### config.mk
export PLATFORM = sky130hd
export DESIGN_NAME = pipe_ctrl
export DESIGN_NICKNAME = d
export VERILOG_FILES = /design/src/rtl/pipe_ctrl.sv
export SDC_FILE = /design/constraint.sdc
export NUM_CORES = 1
export LEC_CHECK = 0
export BUFFER_PORTS_ARGS = -buffer_cell sky130_fd_sc_hd__buf_2
export CORE_MARGIN = 4
export CORE_UTILIZATION = 40
export CTS_BUF_LIST = sky130_fd_sc_hd__clkbuf_4 sky130_fd_sc_hd__clkbuf_8 sky130_fd_sc_hd__clkbuf_16
export DETAILED_ROUTE_END_ITERATION = 7
export HOLD_SLACK_MARGIN = 0.02
export SLEW_MARGIN = 20
export SYNTH_ARGS = -nofsm -noshare
export SYNTH_HDL_FRONTEND = slang
export SYNTH_SLANG_ARGS = --single-unit
export TNS_END_PERCENT = 20
### constraint.sdc
create_clock -name clk -period 2.85 [get_ports clk]
set_input_delay 0.7125 -clock clk [delete_from_list [all_inputs] [get_ports clk]]
set_output_delay 0.7125 -clock clk [all_outputs]
set_load 0.005 [all_outputs]
### src/rtl/pipe_ctrl.sv
// pipe_ctrl: pipeline hazard controller driving hold/bubble/kill per boundary,
// with a held fetch redirect, a stall-cycle counter and a stall watchdog.
module pipe_ctrl #(
   parameter int STAGES     = 5,
   parameter int CNT_W      = 32,
   parameter int WDOG_W     = 16,
   parameter int WDOG_LIMIT = 1024
) (
   input  logic              clk,
   input  logic              rst,
   input  logic [STAGES-1:0] stall_req,
   input  logic [STAGES-1:0] flush_req,
   input  logic              cnt_clr,
   output logic [STAGES-1:0] stall,
   output logic [STAGES-1:0] bubble,
   output logic [STAGES-1:0] kill,
   output logic              redirect_pending,
   output logic [CNT_W-1:0]  stall_cnt,
   output logic              hang
);
   logic [STAGES-1:0] s, fl, kl, bb;
   logic              sacc, facc, req0;
   logic              fpend_q, fpend_d, hang_q, hang_d;
   logic [CNT_W-1:0]  cnt_q, cnt_d;
   logic [WDOG_W-1:0] consec_q, consec_d;
   always_comb begin
      s    = '0;
      kl   = '0;
      bb   = '0;
      sacc = 1'b0;
      facc = 1'b0;
      for (int i = STAGES-1; i >= 0; i--) begin
         sacc = sacc | stall_req[i];
         s[i] = sacc;
      end
      fl = flush_req & ~s & ~STAGES'(1);
      // kill[j] collects flushes strictly older than j; facc ends as the OR of all
      for (int j = STAGES-1; j >= 1; j--) begin
         kl[j] = facc;
         facc  = facc | fl[j];
      end
      req0  = facc | fpend_q;
      kl[0] = req0 & ~stall_req[0];
      for (int j = 1; j < STAGES; j++) bb[j] = s[j-1] & ~s[j] & ~kl[j];
      fpend_d  = req0 & stall_req[0];
      cnt_d    = cnt_clr ? '0 : (s[0] && cnt_q != '1) ? cnt_q + 1'b1 : cnt_q;
      consec_d = !s[0] ? '0 : (consec_q != '1) ? consec_q + 1'b1 : consec_q;
      hang_d   = hang_q | (s[0] && consec_d == WDOG_W'(WDOG_LIMIT));
   end
   always_ff @(posedge clk) begin
      if (rst) begin
         fpend_q  <= 1'b0;
         cnt_q    <= '0;
         consec_q <= '0;
         hang_q   <= 1'b0;
      end else begin
         fpend_q  <= fpend_d;
         cnt_q    <= cnt_d;
         consec_q <= consec_d;
         hang_q   <= hang_d;
      end
   end
   assign stall            = rst ? '0 : s & ~kl;
   assign bubble           = rst ? '0 : bb;
   assign kill             = rst ? '0 : kl;
   assign redirect_pending = fpend_q & ~rst;
   assign stall_cnt        = rst ? '0 : cnt_q;
   assign hang             = hang_q & ~rst;
endmodule

## Yosys cells after proc, flatten, opt, wreduce, memory -nomap -nowiden

Index checks and enable logic that the tools add are counted.

| word-level totals | value |
|---|---|
| bits in registers | 50 |
| input port bits | 13 |
| output and inout bits | 49 |
| logic and storage cells | 51 |

| operators by class | value |
|---|---|
| add/sub/neg operators | 2 |
| equal/unequal tests | 3 |
| multiplexer cells | 6 |
| bitwise logic cells | 33 |
| reduce and logical (&&, ||, !) cells | 3 |

Operators with widths:

| kind | count |
|---|---|
| $add A32 B1 Y32 const B | 1 |
| $mux W16 | 2 |
| $mux W32 | 1 |
| $ne A32 B32 Y1 const B | 1 |
| $add A16 B1 Y16 const B | 1 |
| $eq A16 B11 Y1 const B | 1 |
| $ne A16 B16 Y1 const B | 1 |
| $and A1 B1 Y1 | 11 |
| $and A5 B5 Y5 | 2 |
| $mux W5 | 2 |
| $not A1 Y1 | 9 |
| $or A1 B1 Y1 | 9 |
| $not A4 Y5 | 1 |
| $not A5 Y5 | 1 |
| $mux W4 | 1 |
| $logic_and A1 B1 Y1 | 2 |
| $reduce_or A2 Y1 | 1 |

## Longest topological paths before layout

Gate-level depths: netlist (run 1).

| depth | value |
|---|---|
| depth after elaboration | 14 |
| gate-level depth with buffers | 8 |
| depth with buffers taken out | 7 |

## Least setup slack after synthesis (run 1)

OpenSTA, ideal clock, no wires.

| timing path | value |
|---|---|
| path kind | input port to output port |
| from | in stall_req[4] |
| to | out bubble[1] |
| arrival | 1.794 ns |
| required time | 2.138 ns |
| slack | 0.343 ns |
| stages on the path | 3 |
| path buffers | 1 |
| path through | clkbuf_1 > or4_1 > nor4b_1 |

| on the way | value |
|---|---|
| word-level cells in the longest chain between the ends | 8 |
| elaborated cells on any way between the ends | 13 |
| those cells by class | mux (1); bitwise (12) |

Ends and longest elaborated chain:

| what | RTL line | text |
|---|---|---|
| start, declared | 11 | `input logic [STAGES-1:0] stall_req,` |
| $or A1 B1 Y1 | 33 | `sacc = sacc \| stall_req[i];` |
| $not A5 Y5 or $or A1 B1 Y1 (tied branches) | 36, 33 |  |
| $and A5 B5 Y5 or $not A5 Y5 (tied branches) | 36 | `fl = flush_req & ~s & ~STAGES'(1);` |
| $or A1 B1 Y1 or $and A5 B5 Y5 (tied branches) | 40, 36 |  |
| $or A1 B1 Y1 | 40 | `facc = facc \| fl[j];` |
| $not A1 Y1 | 44 | `for (int j = 1; j < STAGES; j++) bb[j] = s[j-1] & ~s[j] & ~kl[j];` |
| $and A1 B1 Y1 (*) | 44 |  |
| $mux W5 (*) | 64 | `assign bubble = rst ? '0 : bb;` |
| end, declared | 15 | `output logic [STAGES-1:0] bubble,` |

Mark *: on every way between the ends. The rest lies on a longest branch, timed or not.

## Worst setup path after layout (run 1)

| timing path | value |
|---|---|
| from | in stall_req[4] |
| to | out kill[0] |

| on the way | value |
|---|---|
| word-level cells in the longest chain between the ends | 9 |
| elaborated cells on any way between the ends | 11 |
| those cells by class | mux (1); bitwise (10) |

Ends and longest elaborated chain:

| what | RTL line | text |
|---|---|---|
| $or A1 B1 Y1 | 33 |  |
| $not A5 Y5 (*) | 36 |  |
| $and A5 B5 Y5 (*) | 36 |  |
| $or A1 B1 Y1, or another cell as far along | 40 |  |
| $or A1 B1 Y1 or $and A5 B5 Y5 (tied branches) | 40, 36 |  |
| $or A1 B1 Y1 (*) | 40 |  |
| $or A1 B1 Y1 (*) | 42 | `req0 = facc \| fpend_q;` |
| $and A1 B1 Y1 (*) | 43 | `kl[0] = req0 & ~stall_req[0];` |
| $mux W4 (*) | 65 | `assign kill = rst ? '0 : kl;` |
| end, declared | 16 | `output logic [STAGES-1:0] kill,` |

Marks and branches as above.

==> results.yml, run 1 <==
run_status:
  status: "complete, no violations"
timing:
  post-route-min-period_ns: 2.64
  hold_viol_final: 0
  finalHoldWorstSlack_ns: 0.499
  worstMarginPinSlew_ns: 0.563
  final_cycle_share: 0.926
  fmax_mhz: 379
  timing.setup.tns_ns: 0
  final.setup_skew_ns: 0.00702
  final-max-slew-violation-count: 0
  slew_hr: 0.625
  setup_viol: 0
  grt_setup_unrepaired: "false"
global_routing:
  aggregate_global_route_resource_usage: 0.162
  grt_pass1_vias: 2440
  grt_pass1_wl_um: 11600
  pin_count_of_the_biggest_net_entering_global_routing: 30
  global_route.overflow_total: 0
  grt_antenna_before_repair: 0
place:
  post-place-cells: 519
  routability_driven_placement_congestion_ratio: 0.794
  number_of_port_buffers: 58
  dp_hpwl_um: 5060
worst_hold_path:
  worstHoldPathType: "reg -> reg"
  worst_hold_path.num_cells: 2
routing:
  drt_first_iter_violations: 93
  routed_via_density: 5.14
  detail-route-antenna-nets: 0
  dr_total_vias: 2711
  post-route-drc-count: 0
  wl_per_cell_um: 13.1
  detail_route.wirelength_um: 6920
  drt_pre_antenna_iters: 4
synth:
  syn-mean-instance-area_um2: 7.84
  netlist_instances: 368
  synth-seq-cells: 50
  async_flop_share: 0
  synthFlopType: "sky130_fd_sc_hd__dfxtp_1"
  seq_area_frac_synth: 0.347
  synth_unique_cells: 50
  yosysWarningCount: 0
  synth_area_um2: 2880
  synth_enable_flop_cells: 0
cells_and_area:
  antenna_cells_inserted: 0
  multi_input_area_um2: 1770
  drive_gt1_frac: 0.206
  layout.nets: 445
  number_of_inserted_filler_cells_in_the_final_layout: 707
  ff_latch_area_um2: 1000
  finalNonFillerCells: 527
  layout-area-overhead-vs-synth_pct: 18.7
cts:
  cts_hold_repair.buffers: 0
  clk_path_buf_depth: 2
  tritoncts: "done"
  clock-sinks: 50
  cts-root-buf: "sky130_fd_sc_hd__clkbuf_8"
  post_cts.repair.setup_buffers: 0
  cts_repair_resize_count: 0
  cts-buffers-inserted: 5
  clkSlewWorstSetupHoldPaths_ns: 0.09
  clock_latency_ns: 0.30
  cts_max_level: 2
critical_path:
  cp.depth: 5
  worst_path_max_delay_cell: "sky130_fd_sc_hd__nor4_1"
  endpoint_class_of_the_critical_path: "output port"
  worstPathBufferInverterCount: 2
  max_stage_delay_ns: 0.41
  worst_path_required_ns: 2.14
  timing.critical_path.cells: "buf_2, nor4_1, a21oi_1, a211oi_1, buf_2"
  path_depth_of_the_worst_reg2reg_path: 8
  peak_fanout_along_the_critical_path: 10
  worstSetupPathType: "in -> out"
  cp_common_cell: "sky130_fd_sc_hd__buf_2"
  startpoint_type: "primary input"
  crit_arrival_ns: 1.93
  critical-path-top-delay-family: "compound AO/OA/AOI/OAI gates"
floorplan:
  initial_utilization: 0.418
  row_count: 30
  fp.coreArea_um2: 6910
  die_area_um2: 8630
  num_io_pins: 62
  die_h_um: 92.9
  die-width_um: 92.9
power_and_ir_drop:
  p_leak_nw: 1.31
  ir_drop_mv: 0.219
  power_per_cell_area_nw_per_um2: 363
run:
  drv_cap: 0
[state kept, by name (all words and copies together) (netlist names)]
signal / flops
cnt_q: 32
consec_q: 16
fpend_q: 1
hang_q: 1
[tightest hold or removal path, stage by stage, from the launching register on]
cell	delay (ns)
sky130_fd_sc_hd__dfxtp_1	0.30
sky130_fd_sc_hd__inv_1	0.08
sky130_fd_sc_hd__o32ai_2	0.08
[metrics by stage]
| step | worst slack, ns | utilization | total power, mW | area (um^2) |
|---|---|---|---|---|
| after global routing | 0.0868 | 0.495 | 1.30 | 3420 |
| after floorplan | 0.343 | - | 0.786 | 2890 |
| final | 0.210 | 0.495 | 1.24 | 3420 |
| after CTS | 0.203 | 0.495 | 1.26 | 3420 |
| after global placement | 0.174 | 0.482 | 0.821 | 3330 |
| after detailed placement | 0.204 | 0.482 | 0.822 | 3330 |
[path summary, 6_finish.rpt]
| kind | start | to | slack [ns] |
|---|---|---|---|
| hold reg to reg | hang_q | hang_q | 0.50 |
| setup / recovery | stall_req[4] | kill[0] | 0.21 |
| setup reg to reg | consec_q[0] | hang_q | 0.34 |
| hold / removal | hang_q | hang_q | 0.50 |
[report_power, final]
group / total, mW / leakage [nW] / switching, mW / internal [mW]
sequential: 0.712 / 0.404 / 0.00770 / 0.704
combinational: 0.0937 / 0.851 / 0.0577 / 0.0360
clock: 0.439 / 0.0517 / 0.233 / 0.206
total: 1.24 / 1.31 / 0.298 / 0.946
[placed cells by master (no fill, tap or decap), drive strengths merged, types with 8 or more instances in the layout]
cell,instances
buf,72
nor2,63
dfxtp,50
nor2b,32
nand3,20
xnor2,19
nand2,18
xor2,17
nor3,14
nand4,14
a21oi,12
inv,11
o21ai,9
or3,8
[layout make-up]
cell class,instances,share of cell area
multi-input cells,290,0.517
flip-flops and latches,50,0.293
repair buffers,72,0.116
well taps,96,0.0351
clock buffers,7,0.0263
inverters,11,0.0121
clock inverters,1,0.00146
[Yosys cell counts (all sizes together), types with 8 or more instances]
| cell | n | area (um^2) |
|---|---|---|
| a21oi | 12 | 60.1 |
| clkbuf | 15 | 56.3 |
| dfxtp | 50 | 1000 |
| inv | 11 | 41.3 |
| nand2 | 18 | 67.6 |
| nand3 | 20 | 118 |
| nand4 | 14 | 87.6 |
| nor2 | 63 | 236 |
| nor2b | 32 | 200 |
| nor3 | 14 | 70.1 |
| o21ai | 9 | 45.0 |
| or3 | 8 | 50.1 |
| xnor2 | 19 | 166 |
| xor2 | 17 | 149 |
[routing by layer]
layer,track usage,vias up,share of wire
li1,-,1401,-
met1,0.220,1253,0.49
met2,0.260,53,0.47
met3,0.0398,4,0.038
met4,0.0330,0,0.0078
met5,0,-,0
[kinds of logic (layout without fill, tap and decap cells)]
logic type      count (synthesis)  count (layout)  synth area share
compound gates                 45              45             0.114
xor+xnor                       36              36             0.109
fa+ha+maj                       2               2           0.00868
buf+inv                        29              91            0.0408
flops                          50              50             0.347
mux                             3               3            0.0104
other cells                     1               2           0.00130
simple gates                  202             202             0.368
Power figures use the tool's default switching activity.
==> run 2: changes to the inputs <==
--- a/config.mk
+++ b/config.mk
@@ -8,7 +8,7 @@
 export BUFFER_PORTS_ARGS = -buffer_cell sky130_fd_sc_hd__buf_2
 export CORE_MARGIN = 4
 export CORE_UTILIZATION = 40
-export CTS_BUF_LIST = sky130_fd_sc_hd__clkbuf_4 sky130_fd_sc_hd__clkbuf_8 sky130_fd_sc_hd__clkbuf_16
+export CTS_BUF_LIST = sky130_fd_sc_hd__clkbuf_4
 export DETAILED_ROUTE_END_ITERATION = 7
 export HOLD_SLACK_MARGIN = 0.02
 export SLEW_MARGIN = 20
==> results.yml, run 2 (same netlist as run 1, synthesis figures left out) <==
run_status:
  status: "complete, no violations"
critical_path:
  endpoint_class_of_the_critical_path: "output port"
  max_stage_delay_ns: 0.41
  startpoint_type: "primary input"
  worstSetupPathType: "in -> out"
  regToRegSetupSlack_ns: 0.31
  critical-path-top-delay-family: "compound AO/OA/AOI/OAI gates"
  worstPathBufferInverterCount: 2
  crit_arrival_ns: 1.92
  timing.critical_path.cells: "buf_2, nor4_1, a21oi_1, a211oi_1, buf_2"
  peak_fanout_along_the_critical_path: 10
  critical_path.startpoint: "stall_req[4]"
  worst_path_required_ns: 2.14
  cp_common_cell: "sky130_fd_sc_hd__buf_2"
  worst_path_max_delay_cell: "sky130_fd_sc_hd__nor4_1"
  regToRegStartpoint: "consec_q[0]"
cells_and_area:
  largest_reg_flops: 32
  leading_cell_types_in_the_layout_fill_and_taps_excluded: "63 x sky130_fd_sc_hd__nor2_1, 58 x sky130_fd_sc_hd__buf_2, 50 x sky130_fd_sc_hd__dfxtp_1, 32 x sky130_fd_sc_hd__nor2b_1, 19 x sky130_fd_sc_hd__xnor2_1"
  drive_gt1_frac: 0.204
  antenna_cells_inserted: 0
  layout-area-overhead-vs-synth_pct: 17.2
  layout_commonest_cell: "sky130_fd_sc_hd__nor2_1"
  largestRegisters: "cnt_q x32, consec_q x16"
  registers.top_by_ff_count: "cnt_q"
  layout.nets: 445
  number_of_inserted_filler_cells_in_the_final_layout: 712
cts:
  cts-root-buf: "sky130_fd_sc_hd__clkbuf_4"
  clock-sinks: 50
  cts_repair_resize_count: 0
  tritoncts: "done"
  clk_path_buf_depth: 2
  post_cts.repair.setup_buffers: 0
  cts-buffers-inserted: 5
  cts_hold_repair.buffers: 0
  clock_latency_ns: 0.36
  cts_max_level: 2
  clkSlewWorstSetupHoldPaths_ns: 0.14
routing:
  dr_total_vias: 2706
  detail_route.wirelength_um: 6900
  routed_via_density: 5.13
  detail-route-antenna-nets: 0
  drt_first_iter_violations: 92
  drt_pre_antenna_iters: 4
  wl_per_cell_um: 13.1
  post-route-drc-count: 0
floorplan:
  die_h_um: 92.9
  fp.coreArea_um2: 6910
  num_io_pins: 62
  initial_utilization: 0.418
  die-width_um: 92.9
  row_count: 30
  die_area_um2: 8630
global_routing:
  grt_antenna_before_repair: 0
  pin_count_of_the_biggest_net_entering_global_routing: 30
  global_route.overflow_total: 0
  aggregate_global_route_resource_usage: 0.161
  grt_pass1_wl_um: 11500
  grt_pass1_vias: 2448
timing:
  final.setup_skew_ns: 0.00761
  timing.setup.tns_ns: 0
  post-route-min-period_ns: 2.64
  grt_setup_unrepaired: "false"
  worstMarginPinSlew_ns: 0.563
  hold_viol_final: 0
  setup_viol: 0
  finalHoldWorstSlack_ns: 0.507
  final-max-slew-violation-count: 0
  slew_hr: 0.624
  final_cycle_share: 0.925
  fmax_mhz: 379
worst_hold_path:
  hold_path_startpoint: "hang_q"
  worstHoldPathType: "reg -> reg"
power_and_ir_drop:
  ir_drop_mv: 0.182
  finalPower_mw: 1.13
  p_leak_nw: 1.29
  power_per_cell_area_nw_per_um2: 335
place:
  routability_driven_placement_congestion_ratio: 0.794
  dp_hpwl_um: 5060
  number_of_port_buffers: 58
run:
  drv_cap: 0
run 2: power breakdown:
group / total, mW / internal (mW) / switching, mW
registers: 0.713 / 0.705 / 0.00768
clock network: 0.326 / 0.103 / 0.223
logic: 0.0934 / 0.0360 / 0.0574
run 2: per-stage QoR:
| stage | util | instance area (um^2) | cells | worst slack (ns) |
|---|---|---|---|---|
| after floorplan | - | 2890 | 369 | 0.343 |
| after global placement | 0.482 | 3330 | 519 | 0.174 |
| after detailed placement | 0.482 | 3330 | 519 | 0.204 |
| after CTS | 0.489 | 3380 | 527 | 0.203 |
| after global routing | 0.489 | 3380 | 527 | 0.0868 |
| final | 0.489 | 3380 | 527 | 0.214 |
run 2: worst paths after layout:
kind,endpoint,depth (start not counted)
setup / recovery,kill[0],5
hold / removal,hang_q,2
setup reg to reg,hang_q,7
hold reg to reg,hang_q,2
run 2: layout make-up:
class	instances	area, um^2	share of cell area
clock buffer	6	45.0	0.0133
clock inverter	2	8.76	0.00259
inverter	11	41.3	0.0122
multi-input combinational	290	1770	0.523
sequential	50	1000	0.296
tap	96	120	0.0355
timing repair buffer	72	395	0.117
run 2: layer usage:
| layer | track usage | wire (um) | vias up |
|---|---|---|---|
| met5 | 0 | 0 | - |
| met4 | 0.0476 | 83 | 0 |
| met3 | 0.0301 | 296 | 7 |
| met2 | 0.259 | 3190 | 50 |
| met1 | 0.218 | 3330 | 1248 |
| li1 | - | - | 1401 |
run 2: worst reg2reg max path: cells and delay by family, from the launching register on:
| family | cells | cell delay, ns |
|---|---|---|
| flip-flops | 1 | 0.45 |
| AO/OA/AOI/OAI | 3 | 0.85 |
| adder cells (fa/ha/maj) | 1 | 0.30 |
| AND/OR/NAND/NOR | 3 | 0.89 |
